**src/rtl/data_distributor_if.sv**
```systemverilog
// Stream bus between the distributor and its source/consumers.
// One input valid/ready stream, NOUT output channels and the round-robin pointer status.
interface data_distributor_if #(
    parameter int unsigned WIDTH = 8,
    parameter int unsigned NOUT  = 4
);
    localparam int unsigned SELW = $clog2(NOUT);

    logic [1:0]            MODE;
    logic [SELW-1:0]       SEL;
    logic [WIDTH-1:0]      IN_DATA;
    logic                  IN_VALID;
    logic                  IN_READY;
    logic [NOUT*WIDTH-1:0] OUT_DATA;
    logic [NOUT-1:0]       OUT_VALID;
    logic [NOUT-1:0]       OUT_READY;
    logic [SELW-1:0]       RR_PTR;

    modport master (
        output MODE, SEL, IN_DATA, IN_VALID, OUT_READY,
        input  IN_READY, OUT_DATA, OUT_VALID, RR_PTR
    );

    modport slave (
        input  MODE, SEL, IN_DATA, IN_VALID, OUT_READY,
        output IN_READY, OUT_DATA, OUT_VALID, RR_PTR
    );
endinterface

```
**src/rtl/data_distributor.sv**
```systemverilog
// 1-to-NOUT stream distributor: each input word goes to one channel (select or
// round-robin) or to all channels (broadcast). Every channel keeps a single holding register.
module data_distributor #(
    parameter int unsigned WIDTH = 8,
    parameter int unsigned NOUT  = 4
) (
    input logic              CLK,
    input logic              RST,
    data_distributor_if.slave bus
);
    localparam int unsigned SELW = $clog2(NOUT);

    localparam logic [1:0] MODE_SEL   = 2'b00;
    localparam logic [1:0] MODE_RR    = 2'b01;
    localparam logic [1:0] MODE_BCAST = 2'b10;

    logic [NOUT-1:0]       valid_q, valid_d;
    logic [NOUT*WIDTH-1:0] data_q,  data_d;
    logic [SELW-1:0]       ptr_q,   ptr_d;

    logic [NOUT-1:0]       free_c;
    logic [NOUT-1:0]       target_c;
    logic [NOUT-1:0]       load_c;
    logic                  in_ready_c;
    logic                  accept_c;

    // Target set, readiness and next state; IN_VALID only gates the load, never IN_READY.
    always_comb begin
        free_c     = ~valid_q | bus.OUT_READY;
        target_c   = '0;
        in_ready_c = 1'b0;
        accept_c   = 1'b0;
        load_c     = '0;
        valid_d    = valid_q;
        data_d     = data_q;
        ptr_d      = ptr_q;

        case (bus.MODE)
            MODE_SEL:   target_c[bus.SEL] = 1'b1;
            MODE_RR:    target_c[ptr_q]   = 1'b1;
            MODE_BCAST: target_c          = '1;
            default:    target_c          = '0;
        endcase

        // Broadcast needs every channel free at once; no partial delivery.
        in_ready_c = (target_c != '0) && ((target_c & ~free_c) == '0);
        accept_c   = in_ready_c && bus.IN_VALID;
        load_c     = accept_c ? target_c : '0;

        // A drain and a reload in the same cycle leave the channel valid with new data.
        valid_d = (valid_q & ~bus.OUT_READY) | load_c;
        for (int k = 0; k < int'(NOUT); k++) begin
            if (load_c[k]) begin
                data_d[k*WIDTH +: WIDTH] = bus.IN_DATA;
            end
        end

        // Power-of-two NOUT makes the pointer wrap naturally.
        if (accept_c && (bus.MODE == MODE_RR)) begin
            ptr_d = ptr_q + SELW'(1);
        end
    end

    always_ff @(posedge CLK) begin
        if (RST) begin
            valid_q <= '0;
            data_q  <= '0;
            ptr_q   <= '0;
        end else begin
            valid_q <= valid_d;
            data_q  <= data_d;
            ptr_q   <= ptr_d;
        end
    end

    assign bus.IN_READY  = in_ready_c;
    assign bus.OUT_VALID = valid_q;
    assign bus.OUT_DATA  = data_q;
    assign bus.RR_PTR    = ptr_q;
endmodule

```
**src/flat_wrapper.sv**
```systemverilog
// flat-port wrapper written by rule: the top's interface ports become plain ports
module data_distributor_flat 
#(
    parameter int unsigned WIDTH = 8,
    parameter int unsigned NOUT  = 4
)
  (CLK, RST, bus_MODE, bus_SEL, bus_IN_DATA, bus_IN_VALID, bus_OUT_READY, bus_IN_READY, bus_OUT_DATA, bus_OUT_VALID, bus_RR_PTR);
  data_distributor_if #(.WIDTH(WIDTH), .NOUT(NOUT)) bus_i ();
  input logic CLK;
  input logic RST;
  input wire logic [$bits(bus_i.MODE)-1:0] bus_MODE;
  input wire logic [$bits(bus_i.SEL)-1:0] bus_SEL;
  input wire logic [$bits(bus_i.IN_DATA)-1:0] bus_IN_DATA;
  input wire logic [$bits(bus_i.IN_VALID)-1:0] bus_IN_VALID;
  input wire logic [$bits(bus_i.OUT_READY)-1:0] bus_OUT_READY;
  output wire logic [$bits(bus_i.IN_READY)-1:0] bus_IN_READY;
  output wire logic [$bits(bus_i.OUT_DATA)-1:0] bus_OUT_DATA;
  output wire logic [$bits(bus_i.OUT_VALID)-1:0] bus_OUT_VALID;
  output wire logic [$bits(bus_i.RR_PTR)-1:0] bus_RR_PTR;
  assign bus_i.MODE = bus_MODE;
  assign bus_i.SEL = bus_SEL;
  assign bus_i.IN_DATA = bus_IN_DATA;
  assign bus_i.IN_VALID = bus_IN_VALID;
  assign bus_i.OUT_READY = bus_OUT_READY;
  assign bus_IN_READY = bus_i.IN_READY;
  assign bus_OUT_DATA = bus_i.OUT_DATA;
  assign bus_OUT_VALID = bus_i.OUT_VALID;
  assign bus_RR_PTR = bus_i.RR_PTR;
  data_distributor #(.WIDTH(WIDTH), .NOUT(NOUT)) u_core (.CLK(CLK), .RST(RST), .bus(bus_i));
endmodule
```
**config.mk**
```make
export PLATFORM = sky130hd
export DESIGN_NAME = data_distributor_flat
export DESIGN_NICKNAME = d
export VERILOG_FILES = /design/src/rtl/data_distributor_if.sv /design/src/rtl/data_distributor.sv /design/src/flat_wrapper.sv
export SDC_FILE = /design/constraint.sdc
export NUM_CORES = 1
export LEC_CHECK = 0
export ABC_AREA = 1
export BUFFER_PORTS_ARGS = -buffer_cell sky130_fd_sc_hd__buf_2
export CAP_MARGIN = 0
export CORE_UTILIZATION = 30
export CTS_CLUSTER_DIAMETER = 30
export CTS_CLUSTER_SIZE = 40
export DETAILED_ROUTE_END_ITERATION = 6
export GPL_TIMING_DRIVEN = 0
export PLACE_DENSITY = 0.59
export RECOVER_POWER = 25
export SYNTH_ARGS = -nofsm -noshare
export SYNTH_HDL_FRONTEND = slang
export SYNTH_SLANG_ARGS = --single-unit
```
**constraint.sdc**
```tcl
create_clock -name CLK -period 4.65 [get_ports CLK]
set_input_delay 0.93 -clock CLK [delete_from_list [all_inputs] [get_ports CLK]]
set_output_delay 0.93 -clock CLK [all_outputs]
set_load 0.05 [all_outputs]
```
==> flow_metrics.py <==
metrics = {
    "route": {
        "viasPerCell": 4.12,
        "dr.pass1.iters": 4,
        "postRouteAntennaNets": 0,
        "vias": 1743,
        "dr.first_iter.drc_count": 68,
        "drcViolationCount": 0,
        "post_drt_wl_per_cell_um": 10.5,
        "drt_wl_total_um": 4460,
    },
    "floorplan": {
        "die_h_um": 81.8,
        "start_util_pct": 31.7,
        "dieArea_um2": 6700,
        "die-width_um": 81.8,
        "ios": 58,
        "num_rows": 28,
        "core_area_um2": 6030,
    },
    "logic_synthesis": {
        "synth_seq_area_share_pct": 39.8,
        "synth_area_per_cell_um2": 6.71,
        "yosys_register_bits": 38,
        "syn-instance-count": 285,
        "synth_area_um2": 1910,
        "yosys-top-cells-area": "dfxtp_1 40%, nand2_1 17%, nor2_1 14%",
        "syn-num-nets": 308,
        "ys_warn_count": 0,
        "synth_top_area_share_pct": 39.8,
        "synth_top_area_cell": "dfxtp_1",
        "synth.distinct_cells": 20,
    },
    "min_path": {
        "whs_path_depth": 4,
        "hp-class": "reg2reg",
        "worstHoldEndpoint": "u_core.bus.OUT_DATA[25]",
        "min-delay-start": "u_core.bus.OUT_DATA[25]",
    },
    "setup_path": {
        "startpoint_type": "input pin",
        "crit_slowest_cell": "buf_2",
        "rrSetupSlack_ps": 2830,
        "r2r_cells": 11,
        "crit_chain": "buf_2 > nor2_4 > nand2_1 > nand3_2 > nand2_4 > nor2_8 > and2_1 > buf_2",
        "endpoint_kind": "primary output",
        "cp_common_cell": "buf_2",
        "r2r_start": "u_core.bus.RR_PTR[0]",
        "critPathMaxFanout": 6,
        "path_class": "in2out",
        "max_stage_delay_ps": 250,
        "arrival_ps": 2050,
        "reg2reg_to": "u_core.bus.OUT_DATA[1]",
        "required_ps": 3720,
    },
    "global_routing": {
        "grt_pass1_wl_um": 7200,
        "antenna_found_initial": 0,
        "grt_util_all_layers_pct": 14.6,
        "grt_pass1_vias": 1561,
        "grt_max_degree": 12,
        "overflow": 0,
    },
    "pwr": {
        "total_power_mw": 0.846,
        "p_clk_share_pct": 25.9,
        "p_leak_nw": 1.28,
        "netSwitchingPower_mw": 0.325,
        "ir_worst_vdd_mv": 0.165,
        "internal-power_mw": 0.521,
        "sw_frac_of_total_pct": 38.5,
        "p_per_area_nw_per_um2": 361,
        "pwr-share-seq_pct": 43.5,
        "combPwrFrac_pct": 30.7,
    },
    "placement": {
        "routabilityCongestion": 0.835,
        "numPortBuffers": 56,
        "hpwl_um": 3350,
    },
    "clock_tree": {
        "cts-buffers-inserted": 5,
        "clock-sinks": 38,
        "insertion_delay_ps": 290,
        "clkTransAtPathRegs_ps": 70,
        "post_cts_buffers": 0,
        "cts.root.buffer_cell": "clkbuf_8",
        "hold_buffers": 0,
        "clk_path_buf_depth": 2,
        "tritoncts": "built",
        "cts_resized": 0,
        "h-tree-depth": 2,
    },
    "sta": {
        "fin_crit_ps": 2980,
        "max_freq_mhz": 335,
        "maxSlewViolCount": 0,
        "setup_viol": 0,
        "final_hold_viol_count": 0,
        "worst_hold_slack_ps": 514,
        "fin_crit_sh_pct": 64.2,
        "setup_tns_ps": 0,
        "fin_skew_ps": 7.90,
        "rsz0062_at_grt": "no",
        "tightest_slew_ps": 603,
        "relSlewSlack_pct": 60.0,
    },
    "cells_and_area": {
        "area_delta_synth_final_pct": 22.5,
        "n_antenna_cell": 0,
        "final_nets": 371,
        "drive_gt1_share_pct": 19.5,
        "fillers": 676,
        "utilization_pct": 38.9,
    },
    "job": {
        "drv_cap": 0,
    },
    "run_status": {
        "status": "complete, no violations",
    },
}
-- worst max-delay path: cells and delay by family --
kind / cells / cell delay [ps]
buf+inv: 2 / 390
simple gates: 6 / 720
-- per-stage QoR --
step	cells	setup slack, ps	cell area, um2
2_1_floorplan	285	1780	1910
3_3_place_gp	416	1650	2290
3_5_place_dp	416	1650	2290
4_1_cts	423	1650	2370
5_1_grt	423	1570	2340
6_report	423	1670	2340
-- state kept, by name, indices dropped and copies added, names as in the netlist --
register and flops:
u_core.bus.OUT_DATA 32, u_core.bus.OUT_VALID 4, u_core.bus.RR_PTR 2
-- area by class of cell --
cell class / count / area, um2 / share of cell area (%)
Inverter: 54 / 203 / 8.65
Timing Repair Buffer: 56 / 256 / 11.0
Sequential cell: 38 / 761 / 32.5
Multi-Input combinational cell: 185 / 885 / 37.8
Clock buffer: 6 / 72.6 / 3.10
Tap cell: 75 / 93.8 / 4.01
Clock inverter: 1 / 7.51 / 0.321
Buffer: 8 / 63.8 / 2.72
-- worst max-delay path by stage --
| stage | start | to | slack (ps) | cells past startpoint |
|---|---|---|---|---|
| after floorplan | u_core.bus.RR_PTR[0] | bus_IN_READY | 1780 | 8 |
| after global placement | bus_MODE[0] | bus_IN_READY | 1650 | 8 |
| after detailed placement | bus_MODE[0] | bus_IN_READY | 1650 | 8 |
| after CTS | bus_MODE[0] | bus_IN_READY | 1650 | 8 |
| after global routing | bus_MODE[0] | bus_IN_READY | 1570 | 8 |
| final | bus_MODE[0] | bus_IN_READY | 1670 | 8 |
-- cells by family after synthesis --
kind of cell | after synthesis | share of synthesized area [%]
AND/OR/NAND/NOR | 176 | 42.2
adder cells (fa/ha/maj) | 4 | 2.62
flip-flops | 38 | 39.8
buffers and inverters | 62 | 13.9
AO/OA/AOI/OAI | 5 | 1.44
-- power by group through the flow --
stage,Clock (mW),Sequential [mW],Combinational [mW]
global placement,0,0.375,0.264
global route,0.242,0.371,0.286
detailed placement,0,0.375,0.266
floorplan,0,0.473,0.104
finish,0.219,0.368,0.259
CTS,0.229,0.368,0.267
-- cells in the final DEF, fill, tap and decap left out, types with 2 or more instances in the layout --
cell type  instances
nand2_1           85
nand3_2            3
dfxtp_1           38
inv_2              2
nand2_4            2
nor2_1            72
a21oi_1            4
nand2_2            5
buf_2             40
clkbuf_1          21
ha_1               4
buf_6              4
clkbuf_8           5
inv_1             52
nand4_4            4
-- cell usage after synthesis, drive strengths merged --
master   n
nor2    74
dfxtp   38
nand2   92
a21oi    4
and2     1
nand4    5
o21bai   1
inv     54
ha       4
nand3    4
buf      7
clkbuf   1
-- per-layer routing --
layer / wire, um / GRT usage [%]
met1: 2060 / 18.4
met2: 2000 / 23.2
met3: 326 / 4.22
met4: 74 / 6.32
met5: 0 / 0
Note: power is estimated with default switching activity, not from simulation.
